<file path="src/rtl/branch_resolve.sv">
// Resolves RISC-V branches/jumps from ALU NZCV flags and drives a registered fetch redirect plus flush.
// Optional BRANCH_STATS_EN adds taken/not-taken/stall counters.
module branch_resolve #(
  parameter int XLEN         = 32,
  parameter int FLUSH_CYCLES = 2,
  parameter int CNT_W        = 32
) (
  input  logic            clk,
  input  logic            rst_n,
  input  logic            br_valid,
  output logic            br_ready,
  input  logic            br_is_jump,
  input  logic [2:0]      br_funct3,
  input  logic [XLEN-1:0] br_target,
  input  logic [3:0]      flags,
  output logic            redir_valid,
  input  logic            redir_ready,
  output logic [XLEN-1:0] redir_pc,
  output logic            flush,
  output logic            res_valid,
  output logic            res_taken,
  output logic            res_err
`ifdef BRANCH_STATS_EN
  ,
  output logic [CNT_W-1:0] stat_taken,
  output logic [CNT_W-1:0] stat_not_taken,
  output logic [CNT_W-1:0] stat_stall
`endif
);

  localparam logic [1:0] IDLE     = 2'b00;
  localparam logic [1:0] REDIRECT = 2'b01;
  localparam logic [1:0] FLUSH    = 2'b10;
  localparam int FCW = $clog2(FLUSH_CYCLES + 2);

  logic [1:0]      state_q, state_d;
  logic [FCW-1:0]  cnt_q, cnt_d;
  logic [XLEN-1:0] pc_q, pc_d;
  logic            res_valid_q, res_taken_q, res_err_q;

  logic            flag_n, flag_z, flag_c, flag_v;
  logic            cond, illegal, misalign, err, go_taken, accept;
  logic [XLEN-1:0] tgt_clr;

  assign {flag_n, flag_z, flag_c, flag_v} = flags;
  assign tgt_clr = br_target & ~XLEN'(1);

  always_comb begin
    cond    = 1'b0;
    illegal = 1'b0;
    case (br_funct3)
      3'b000:  cond = flag_z;
      3'b001:  cond = ~flag_z;
      3'b100:  cond = flag_n ^ flag_v;
      3'b101:  cond = ~(flag_n ^ flag_v);
      3'b110:  cond = ~flag_c;
      3'b111:  cond = flag_c;
      default: illegal = 1'b1;
    endcase
    if (br_is_jump) begin
      cond    = 1'b1;
      illegal = 1'b0;
    end
  end

  // A taken branch to a non-word-aligned target is reported instead of redirected.
  assign misalign = cond & tgt_clr[1];
  assign err      = illegal | misalign;
  assign go_taken = cond & ~err;
  assign accept   = br_valid & br_ready;

  always_comb begin
    state_d = state_q;
    cnt_d   = cnt_q;
    pc_d    = pc_q;
    case (state_q)
      IDLE: begin
        if (accept && go_taken) begin
          pc_d    = tgt_clr;
          state_d = REDIRECT;
        end
      end
      REDIRECT: begin
        if (redir_ready) begin
          if (FLUSH_CYCLES == 0) begin
            state_d = IDLE;
          end else begin
            state_d = FLUSH;
            cnt_d   = FCW'(FLUSH_CYCLES);
          end
        end
      end
      FLUSH: begin
        cnt_d = cnt_q - FCW'(1);
        if (cnt_q <= FCW'(1)) begin
          state_d = IDLE;
          cnt_d   = '0;
        end
      end
      default: state_d = IDLE;
    endcase
  end

  always_ff @(posedge clk or negedge rst_n) begin
    if (!rst_n) begin
      state_q     <= IDLE;
      cnt_q       <= '0;
      pc_q        <= '0;
      res_valid_q <= 1'b0;
      res_taken_q <= 1'b0;
      res_err_q   <= 1'b0;
    end else begin
      state_q     <= state_d;
      cnt_q       <= cnt_d;
      pc_q        <= pc_d;
      res_valid_q <= accept;
      res_taken_q <= accept & go_taken;
      res_err_q   <= accept & err;
    end
  end

  assign br_ready    = (state_q == IDLE);
  assign redir_valid = (state_q == REDIRECT);
  assign flush       = (state_q != IDLE);
  assign redir_pc    = pc_q;
  assign res_valid   = res_valid_q;
  assign res_taken   = res_taken_q;
  assign res_err     = res_err_q;

`ifdef BRANCH_STATS_EN
  logic [CNT_W-1:0] st_taken_q, st_nt_q, st_stall_q;

  always_ff @(posedge clk or negedge rst_n) begin
    if (!rst_n) begin
      st_taken_q <= '0;
      st_nt_q    <= '0;
      st_stall_q <= '0;
    end else begin
      if (res_valid_q && res_taken_q)               st_taken_q <= st_taken_q + CNT_W'(1);
      if (res_valid_q && !res_taken_q && !res_err_q) st_nt_q    <= st_nt_q + CNT_W'(1);
      if (state_q == REDIRECT && !redir_ready)       st_stall_q <= st_stall_q + CNT_W'(1);
    end
  end

  assign stat_taken     = st_taken_q;
  assign stat_not_taken = st_nt_q;
  assign stat_stall     = st_stall_q;
`endif

endmodule

</file>
<file path="config.mk">
export PLATFORM = sky130hd
export DESIGN_NAME = branch_resolve
export DESIGN_NICKNAME = d
export VERILOG_FILES = /design/src/rtl/branch_resolve.sv
export SDC_FILE = /design/constraint.sdc
export NUM_CORES = 1
export LEC_CHECK = 0
export CAP_MARGIN = 0
export CORE_MARGIN = 3
export CORE_UTILIZATION = 42
export DETAILED_ROUTE_END_ITERATION = 6
export DONT_BUFFER_PORTS = 1
export HOLD_SLACK_MARGIN = 0.02
export MAX_ROUTING_LAYER = met4
export PLACE_DENSITY = 0.55
export SYNTH_ARGS = -nofsm -noshare
export SYNTH_HDL_FRONTEND = slang
export SYNTH_SLANG_ARGS = --single-unit
</file>
<file path="constraint.sdc">
create_clock -name clk -period 5.8 [get_ports clk]
set_clock_uncertainty 0.2 [all_clocks]
set_input_delay 1.16 -clock clk [delete_from_list [all_inputs] [get_ports clk]]
set_output_delay 1.16 -clock clk [all_outputs]
set_load 0.05 [all_outputs]
</file>
### Yosys cells after proc, flatten, opt, wreduce, memory -nomap -nowiden

Cells that the tools add are included.

| word-level totals | value |
|---|---|
| input bits | 44 |
| flip-flop bits (word level) | 38 |
| output and inout port bits | 38 |
| logic and storage cells | 48 |

| cells by class | value |
|---|---|
| add/subtract/negate cells | 1 |
| eq/ne operators | 10 |
| $lt $le $gt $ge | 1 |
| multiplexer cells | 10 |
| bitwise operators | 11 |
| reductions and logical operators | 9 |

Operator list:

| kind | number |
|---|---|
| == test 3 bit, second input constant | 4 |
| two-way mux 2 bit | 4 |
| case mux 1 bit (6 select lines) | 1 |
| case mux 2 bit (3 select lines) | 1 |
| OR reduction 6 bit | 1 |
| bitwise AND 1 bit | 5 |
| != test 2 x 1 -> 1 bit, second input constant | 2 |
| inverter 1 bit | 4 |
| case mux 2 bit (2 select lines) | 1 |
| AND reduction 2 bit | 2 |
| nonzero test 2 bit | 2 |
| == test 3 x 1 -> 1 bit, second input constant | 1 |
| logical NOT 3 bit | 1 |
| two-way mux 1 bit | 3 |
| AND reduction 3 bit | 1 |
| == test 2 x 1 -> 1 bit, second input constant | 1 |
| == test 2 bit, second input constant | 1 |
| <= comparator 2 x 1 -> 1 bit, second input constant | 1 |
| logical NOT 2 bit | 1 |
| != test 2 bit, second input constant | 1 |
| subtractor 2 x 1 -> 2 bit, second input constant | 1 |
| logical AND 1 bit | 1 |
| bitwise OR 1 bit | 1 |
| bitwise XOR 1 bit | 1 |

### Longest topological paths before layout

Gate-level depths: netlist (run 1).

| logic depth | value |
|---|---|
| word-level depth | 11 |
| gate-level depth with buffers | 7 |
| gate-level depth less buffers | 5 |

### Worst setup path before layout (run 1)

Ideal clock, no wire load.

| timing path | value |
|---|---|
| path type | input -> register |
| from | in br_funct3[0] |
| to | reg pc_q[10], in the netlist redir_pc[10] |
| data arrival time | 2,769 ps |
| data required time | 5,475 ps |
| cell stages on the path | 7 |
| library setup time | 125 ps |
| slack | 2,706 ps |
| buffers on the path | 2 |
| cells stage by stage | xor3_1 -> a31oi_1 -> a21boi_1 -> or4_1 -> buf_2 -> buf_6 -> mux2_4 |

| between the ends | value |
|---|---|
| longest elaborated chain between the ends | 9 |
| elaborated cells between the ends (all ways) | 17 |
| those cells by class | 5 x eq/ne; 4 x mux; 4 x bitwise; 4 x reduce/logical |

Ends and longest elaborated chain:

| what | RTL line | source |
|---|---|---|
| start, declared | 13 | `input logic [2:0] br_funct3,` |
| == test 3 bit (tied with other cells) | 51 | `case (br_funct3)` |
| case mux 1 bit (6 select lines) / OR reduction 6 bit (equally long branches) | -- |  |
| two-way mux 1 bit (on tied branches) | 60, 51 |  |
| bitwise AND 1 bit / two-way mux 1 bit (equally long branches) | 67, 60 |  |
| bitwise OR 1 bit | 68 | `assign err = illegal \| misalign;` |
| inverter 1 bit | 69 | `assign go_taken = cond & ~err;` |
| bitwise AND 1 bit (*) | 69 |  |
| logical AND 1 bit (*) | 78 | `if (accept && go_taken) begin` |
| AND reduction 2 bit (no line) (*) | -- |  |
| end signal, assigned | 115 | `pc_q <= pc_d;` |
| end, declared | 38 | `logic [XLEN-1:0] pc_q, pc_d;` |

Every way passes the cells marked *; elsewhere a longest branch is shown, timed or not.
A chain may end at the register's enable or synchronous reset.

### Worst setup path after layout (run 1)

| timing path | value |
|---|---|
| from | reg state_q[0] |
| to | reg pc_q[15], in the netlist redir_pc[15] |

| between the ends | value |
|---|---|
| longest elaborated chain between the ends | 4 |

Ends and longest elaborated chain:

| what | RTL line | source |
|---|---|---|
| start, declared | 36 | `logic [1:0] state_q, state_d;` |
| start signal, assigned | 113 | `state_q <= state_d;` |
| logical NOT 2 bit (*) | 122 | `assign br_ready = (state_q == IDLE);` |
| via br_ready | 11 | `output logic br_ready,` |
| bitwise AND 1 bit | 70 | `assign accept = br_valid & br_ready;` |
| logical AND 1 bit | 78 |  |
| AND reduction 2 bit (no line) (*) | -- |  |

Mark *: on every way through the listed nets, which the timed path passes. The rest lies on a longest branch.

==> impl_metrics.csv, run 1 <==
group,metric,value,unit
outcome,status,"completed",
sta,grt_setup_unrepaired,"no",
synth,synth_ff_type,"dfrtp_1",
pwr,p_per_area,603,mW/mm^2
synth,ys_warn_count,0,
critical_path,rr_endpoint,"redir_pc[15]",
synth,syn_nets,152,
global_route,antenna_found_initial,0,
clock_tree,worstSkewPairLatency,0.28,ns
clock_tree,cts_sinks,38,
global_route,grt_pass1_vias,808,
clock_tree,ctsRootBufferMaster,"clkbuf_8",
place,dp_hpwl,2040,um
synth,synthTopCellsByArea,"dfrtp_1 58%, mux2_4 25%, buf_6 2.1%",
sta,tns,0,ns
final_layout,finish.instance_area,0.00176,sq mm
final_layout,fin_nets,154,
clock_tree,clock_path_buffers,2,
critical_path,crit_path_end_kind,"flip-flop",
detailed_routing,vias,818,
sta,setup_viol,0,
final_layout,layout-drive-gt1-share,33.3,%
synth,yosys.cell_types.count,25,
final_layout,diodes,0,
sta,hold_viol,0,
critical_path,reg2reg_slack,2.43,ns
critical_path,worstPathArrival,3.33,ns
floorplanning,ios,82,
detailed_routing,wl_per_cell,18.3,um
global_route,grt_max_degree,39,
synth,synth_top_cell_by_area,"dfrtp_1",
synth,synth-edff-count,0,
global_route,grtUsageTotal,12.5,%
flow_run,cap_violations,0,
sta,holdWs,0.305,ns
clock_tree,cts_buffers,5,
sta,max_freq,0.297,GHz
synth,avgSynthCellArea,15.2,sq um
critical_path,crit_type,"flip-flop to flip-flop",
synth,netlist_area,0.00164,sq mm
place,place_area,0.00165,sq mm
critical_path,rr_worst_depth,4,
synth,yosys-top-cells-count,"38 x dfrtp_1, 27 x mux2_4, 6 x inv_1",
sta,layout_worst_path_cycle_share,58.1,%
detailed_routing,drt_pass1_iterations,3,
global_route,grt_pass1_wl,4040,um
synth,ys_seq_area_share,58.0,%
critical_path,cp-endpoint,"redir_pc[15]",
pwr,power_leakage,0.891,nW
detailed_routing,vias_per_cell,5.14,
synth,synth_seq_cells,38,
critical_path,crit_path_start_kind,"flip-flop",
detailed_routing,detail_route.iter0.violations,33,
detailed_routing,drc_errors,0,
place,port_buffers,0,
critical_path,rr_startpoint,"state_q[0]",
synth,syn_inst,108,
clock_tree,cts.hold.buffers_added,0,
floorplanning,row_count,22,
floorplanning,chipHeight,68.5,um
floorplanning,core_area,0.00372,sq mm
pwr,ir_drop,0.000175,V
floorplanning,start_util,44.1,%
synth,async_flop_share,100,%
global_route,gr-total-overflow,0,
clock_tree,cts_tree,"yes",
synth,synth_top_area_share,58.0,%
floorplanning,die_x,68.5,um
clock_tree,htreeDepth,2,
sta,drv_slew,0,
floorplanning,die_area,0.00469,sq mm
clock_tree,cts_resized,0,
critical_path,cp.required,5.76,ns
detailed_routing,final_antenna_net_count,0,
final_layout,area_growth,7.40,%
sta,worst_slew_pin_slew,1.01,ns
min_path,hp-class,"flip-flop to flip-flop",
place,gp_congestion,0.601,
sta,fin_crit,3.37,ns
critical_path,cp-startpoint,"state_q[0]",
clock_tree,postCtsSetupBuffers,0,
sta,relSlewSlack,32.2,%
critical_path,cp_max_fo,33,
clock_tree,path_clk_slew,0.06,ns
synth,yosysMostFrequentCell,"dfrtp_1",
detailed_routing,wl,2920,um
==> worst max-delay path, cell delays in order (launching register included) <==
cell     delay [ns]
dfrtp_1        0.42
nor2_1         0.80
nand2_1        0.17
or4_2          1.17
mux2_4         0.46
==> state kept, by name, summed over array words and instances, names as in the netlist <==
name,flops
state_q,2
res_err,1
cnt_q,2
res_valid,1
res_taken,1
redir_pc,31
==> per-stage QoR <==
| stage | setup WS [ns] | power [W] | utilization (%) | std cells |
|---|---|---|---|---|
| 6_report | 2.43 | 0.00106 | 47.4 | 159 |
| 5_1_grt | 2.26 | 0.00111 | 47.4 | 159 |
| 4_1_cts | 2.39 | 0.00107 | 47.4 | 159 |
| 3_5_place_dp | 2.14 | 0.000857 | 44.5 | 151 |
| 3_3_place_gp | 2.18 | 0.000850 | 44.5 | 151 |
| 2_1_floorplan | 2.71 | 0.000827 | - | 108 |
==> per-layer routing <==
layer | vias to the layer above | global-route usage [%] | wire [um]
met2 | 45 | 18.2 | 1410
met4 | 0 | 5.96 | 47
met5 | - | - | 0
met3 | 6 | 5.75 | 308
li1 | 369 | - | -
met1 | 398 | 14.4 | 1150
==> worst min-delay path by stage <==
stage | from | to | slack [ns] | cells after the start
floorplan | cnt_q[0] | cnt_q[0] | 0.26 | 2
CTS | cnt_q[0] | cnt_q[0] | 0.32 | 2
finish | cnt_q[0] | cnt_q[0] | 0.30 | 2
detailed placement | cnt_q[0] | cnt_q[0] | 0.30 | 2
global placement | cnt_q[0] | cnt_q[0] | 0.28 | 2
global route | rst_n | redir_pc[29] | 0.34 | 0
==> cells in the final DEF (no fill, tap or decap), types with 2 or more instances in the layout <==
master / n
mux2_4: 27
mux2_2: 3
nand2b_1: 2
o21ai_0: 4
clkbuf_8: 5
nor2_1: 4
nand2_1: 4
nor2b_1: 2
inv_1: 6
clkbuf_1: 2
dfrtp_1: 38
==> area by class of cell <==
| class | count | area [sq um] |
|---|---|---|
| multi-input combinational | 59 | 621 |
| clock inverter | 1 | 30.0 |
| fill | 321 | 1960 |
| clock buffer | 7 | 76.3 |
| sequential | 38 | 951 |
| tap | 48 | 60.1 |
| inverter | 6 | 22.5 |
==> report_power, final <==
group | switching, W | total (W) | internal, W
Combinational | 0.0000574 | 0.000166 | 0.000108
Sequential | 0.000341 | 0.000684 | 0.000342
Clock | 0.0000836 | 0.000212 | 0.000129
==> cell families after synthesis <==
kind of cell    Yosys count  synth area share (%)
flops                    38                  58.0
other cells               1                 0.229
mux                      30                  26.8
compound gates           10                  3.97
xor+xnor                  1                  1.45
simple gates             17                  5.34
buf+inv                  11                  4.20
(Power assumes the default switching activity.)
==> run 2: changes to the inputs <==
clock period = 3.1 ns   (was 5.8 ns; I/O delays follow)
==> impl_metrics.csv, run 2 (synthesis results as in run 1) <==
group,metric,value,unit
outcome,status,"completed",
detailed_routing,wirelength_met1,1180,um
min_path,worstHoldStart,"redir_ready",
final_layout,multi_input_area,621,sq um
pwr,p_switching,0.000919,W
final_layout,fillers,330,
pwr,p_sw_share,47.1,%
pwr,power_frac_seq,65.5,%
global_route,grtUsageTotal,12.9,%
flow_run,cap_violations,0,
place,dp_cells,155,
detailed_routing,route.met3.wl,314,um
pwr,p_per_area,1080,mW/mm^2
critical_path,critPathMaxStageDelay,0.65,ns
place,place_area,0.00168,sq mm
global_route,grt_max_degree,39,
clock_tree,cts_buffers,5,
critical_path,reg2reg_slack,0.85,ns
critical_path,crit_path_start_kind,"input pin",
floorplanning,row_count,22,
critical_path,slowest_stage,"or4_2",
critical_path,cp.required,3.07,ns
critical_path,rr_startpoint,"state_q[0]",
final_layout,area_growth,10.4,%
pwr,p_comb_share,17.0,%
detailed_routing,vias,847,
final_layout,finish.instance_area,0.00181,sq mm
final_layout,largest_register_ffs,31,
clock_tree,cts_sinks,38,
final_layout,layout-drive-gt1-share,37.6,%
final_layout,mostFrequentLayoutCells,"38 x dfrtp_1, 27 x mux2_4, 6 x inv_1, 6 x clkbuf_8",
min_path,hp-class,"input pin to flip-flop",
detailed_routing,met2_wirelength,1380,um
critical_path,critPathTopFamily,"simple AND/OR/NAND/NOR gates",
floorplanning,ios,82,
sta,tns,0,ns
sta,fin_crit,2.48,ns
final_layout,fin_nets,160,
min_path,holdPathEnd,"state_q[0]",
sta,layout_worst_path_cycle_share,80.0,%
critical_path,crit_path_end_kind,"flip-flop",
sta,setup_viol,0,
critical_path,cp_max_fo,20,
sta,max_freq,0.403,GHz
global_route,gr-total-overflow,0,
sta,holdWs,0.236,ns
global_route,antenna_found_initial,0,
detailed_routing,vias_per_cell,5.13,
min_path,hold_depth,1,
detailed_routing,drc_errors,0,
clock_tree,clock_path_buffers,2,
floorplanning,core_area,0.00372,sq mm
critical_path,rr_worst_depth,5,
global_route,grt_pass1_vias,864,
critical_path,crit_buf_inv,1,
final_layout,stdcell_count,165,
place,gp_congestion,0.614,
detailed_routing,detail_route.iter0.violations,19,
pwr,p_clk_share,17.5,%
pwr,internal_power,0.00103,W
detailed_routing,wl_per_cell,17.7,um
detailed_routing,drt_pass1_iterations,2,
place,dp_hpwl,2090,um
critical_path,worstPathArrival,2.45,ns
sta,hold_viol,0,
sta,grt_setup_unrepaired,"no",
clock_tree,cts_tree,"yes",
floorplanning,start_util,44.1,%
place,port_buffers,0,
clock_tree,htreeDepth,2,
clock_tree,ctsRootBufferMaster,"clkbuf_8",
final_layout,mostFrequentLayoutCell,"dfrtp_1",
critical_path,crit_type,"input pin to flip-flop",
final_layout,seqCellArea,951,sq um
detailed_routing,wl,2920,um
clock_tree,worstSkewPairLatency,0.28,ns
global_route,grt_pass1_wl,4150,um
pwr,ir_drop,0.000354,V
final_layout,diodes,0,
floorplanning,chipHeight,68.5,um
clock_tree,path_clk_slew,0.07,ns
critical_path,cp_cell_sequence,"xor3_1 -> a31oi_1 -> a21boi_1 -> or4_2 -> buf_4 -> mux2_4",
floorplanning,die_x,68.5,um
detailed_routing,top_layer,"met4",
critical_path,rr_endpoint,"redir_pc[27]",
sta,drv_slew,0,
detailed_routing,final_antenna_net_count,0,
floorplanning,die_area,0.00469,sq mm
pwr,power_leakage,0.917,nW
## run 2: cell count changes in the layout (fill, tap and decap cells not counted)
cell / previous run / this run
bufinv_16: 1 / 0
buf_4: 0 / 4
dlygate4sd3_1: 0 / 1
clkinvlp_4: 0 / 1
clkbuf_1: 2 / 0
clkbuf_8: 5 / 6
clkinv_2: 0 / 1
buf_12: 0 / 1
## run 2: area by class of cell
type                       instances  share of cell area, %
clock buffer                       6                   4.56
clock inverter                     2                  0.692
inverter                           6                   1.24
tap                               48                   3.32
multi-input combinational         59                   34.3
timing repair buffer               6                   3.32
sequential                        38                   52.6
## run 2: power by group through the flow
stage / logic (W) / clock network (W) / registers, W
6_report: 0.000331 / 0.000341 / 0.00128
2_1_floorplan: 0.000290 / 0 / 0.00126
4_1_cts: 0.000336 / 0.000356 / 0.00128
5_1_grt: 0.000354 / 0.000387 / 0.00130
3_5_place_dp: 0.000320 / 0 / 0.00129
3_3_place_gp: 0.000310 / 0 / 0.00129
## run 2: how the worst max path moves through the flow
| stage | startpoint | to | depth (start not counted) |
|---|---|---|---|
| after floorplan | state_q[0] | redir_pc[10] | 6 |
| after global placement | br_funct3[0] | redir_pc[4] | 6 |
| after detailed placement | br_funct3[0] | redir_pc[8] | 6 |
| after CTS | br_funct3[0] | redir_pc[26] | 6 |
| after global routing | br_funct3[0] | redir_pc[4] | 6 |
| final | br_funct3[0] | redir_pc[27] | 6 |
## run 2: through the flow
step                      utilization (%)  setup slack, ns  power [W]
after CTS                            48.7            0.623    0.00198
after floorplan                         -            0.364    0.00155
after global placement               45.3            0.344    0.00160
after global routing                 48.7            0.569    0.00204
after detailed placement             45.3            0.299    0.00161
final                                48.7            0.621    0.00195
## run 2: layer usage
metal  up-vias  track usage, %
met5         -               -
met3         7            6.73
li1        379               -
met2        47            19.4
met4         0            5.96
met1       414            14.1
## run 2: worst register-to-register path: stages, from the launching register on
cell     delay, ns
dfrtp_1       0.42
nor2_1        0.16
nand2_1       0.08
or4_2         0.67
buf_4         0.27
mux2_4        0.34
## run 2: what timing repair did
item / in CTS / in global routing
gates resized for setup: 0 / 0
endpoints found under the hold margin: 38 / 0
hold buffers: 2 / 0
setup buffers: 0 / 0
==> run 3: changes to the inputs <==
PLACE_DENSITY = 0.58   (was 0.55)
clock period = 2 ns   (was 3.1 ns; I/O delays follow)
==> impl_metrics.csv, run 3 (synthesis results as in run 1) <==
group,metric,value,unit
flow_run,cap_violations,0,
global_route,grt_max_degree,39,
critical_path,rr_worst_depth,5,
detailed_routing,wl,3200,um
sta,finalWorstSetupSlack,-0.0684,ns
critical_path,cp.required,1.97,ns
outcome,status,"finished, violations left",
critical_path,cp_max_fo,17,
sta,fin_crit,2.07,ns
clock_tree,path_clk_slew,0.07,ns
floorplanning,row_count,22,
floorplanning,start_util,44.1,%
sta,tns,-1.50,ns
sta,layout_worst_path_cycle_share,103,%
global_route,grt_pass1_wl,4620,um
final_layout,stdcell_count,166,
clock_tree,htreeDepth,2,
clock_tree,cts_tree,"yes",
pwr,p_per_area,1620,mW/mm^2
pwr,fin_total_pwr,0.00301,W
clock_tree,postCtsSetupBuffers,0,
clock_tree,cts_sinks,38,
min_path,hold_depth,2,
detailed_routing,drc_errors,0,
floorplanning,chipHeight,68.5,um
place,dp_hpwl,2230,um
detailed_routing,final_antenna_net_count,0,
final_layout,fillers,326,
place,pre_cts_ws,-0.521,ns
detailed_routing,vias,864,
floorplanning,ios,82,
outcome,violations,"negative setup slack",
clock_tree,ctsRootBufferMaster,"clkbuf_8",
floorplanning,core_area,0.00372,sq mm
critical_path,reg2reg_slack,-0.06,ns
global_route,grtUsageTotal,14.2,%
global_route,gr-total-overflow,0,
detailed_routing,drt_pass1_iterations,4,
critical_path,crit_path_end_kind,"flip-flop",
critical_path,crit_type,"input pin to flip-flop",
final_layout,mostFrequentLayoutCell,"dfrtp_1",
floorplanning,die_area,0.00469,sq mm
min_path,hp-class,"input pin to flip-flop",
detailed_routing,detail_route.iter0.violations,32,
global_route,antenna_found_initial,0,
place,port_buffers,0,
final_layout,largest_register_ffs,31,
pwr,ir_drop,0.000499,V
floorplanning,die_x,68.5,um
clock_tree,worstSkewPairLatency,0.28,ns
clock_tree,cts_buffers,5,
sta,setup_viol,30,
place,gp_congestion,0.745,
final_layout,mostFrequentLayoutCells,"37 x dfrtp_1, 27 x mux2_4, 6 x inv_1, 5 x clkbuf_8",
sta,drv_slew,0,
sta,hold_viol,0,
clock_tree,clock_path_buffers,2,
global_route,grt_pass1_vias,934,
critical_path,worstPathArrival,2.03,ns
detailed_routing,vias_per_cell,5.20,
sta,max_freq,0.483,GHz
critical_path,crit_path_start_kind,"input pin",
final_layout,layout-drive-gt1-share,39.0,%
sta,grt_setup_unrepaired,"yes",
final_layout,fin_nets,162,
pwr,power_leakage,0.940,nW
detailed_routing,wl_per_cell,19.3,um
place,dp_cells,155,
final_layout,diodes,0,
final_layout,area_growth,13.1,%
==> run 3: layer usage <==
metal	part of all wire (%)	global-route usage (%)
met1	37	14.7
met2	51	23.1
met3	10	5.91
met4	1.0	6.70
met5	0	-
==> run 3: where the power goes <==
group | total [W] | switching [W] | leakage, nW | internal [W]
Clock | 0.000474 | 0.000241 | 0.0438 | 0.000233
Combinational | 0.000541 | 0.000194 | 0.437 | 0.000347
Sequential | 0.00199 | 0.00100 | 0.459 | 0.000993
==> run 3: final timing paths <==
check,start,end
max reg2reg,state_q[0],redir_pc[31]
max,br_funct3[0],redir_pc[31]
min,br_target[1],res_err
min in group asynchronous,rst_n,redir_pc[6]
max in group asynchronous,rst_n,state_q[0]
min reg2reg,cnt_q[0],cnt_q[0]
==> run 3: critical path, cell delays in order <==
cell      delay (ns)
xor3_1          0.35
a31oi_1         0.07
a21boi_1        0.14
or4_4           0.55
buf_12          0.19
mux2_4          0.31
==> run 3: through the flow <==
| stage | util [%] | instance area [sq um] | hold slack, ns |
|---|---|---|---|
| floorplan | - | 1650 | -0.0956 |
| global placement | 45.9 | 1700 | -0.0948 |
| detailed placement | 45.9 | 1700 | -0.0948 |
| CTS | 49.9 | 1850 | 0.0454 |
| global route | 49.9 | 1850 | 0.0504 |
| finish | 49.9 | 1850 | 0.0557 |
==> run 3: repair_timing <==
item,CTS,global route
gates cloned,1,0
hold buffers,3,0
endpoints found under the hold margin,39,0
setup endpoints to repair,31,31
resized for setup,3,0
pin swaps,1,1
==> run 3: final cells by class <==
cell class                      instances  area, sq um  share of cell area [%]
Clock inverter                          2         10.0                   0.540
Multi-Input combinational cell         59          631                    34.0
Timing Repair Buffer                    8          110                    5.94
Inverter                                6         22.5                    1.21
Sequential cell                        38          952                    51.3
Clock buffer                            5         68.8                    3.71
Tap cell                               48         60.1                    3.24
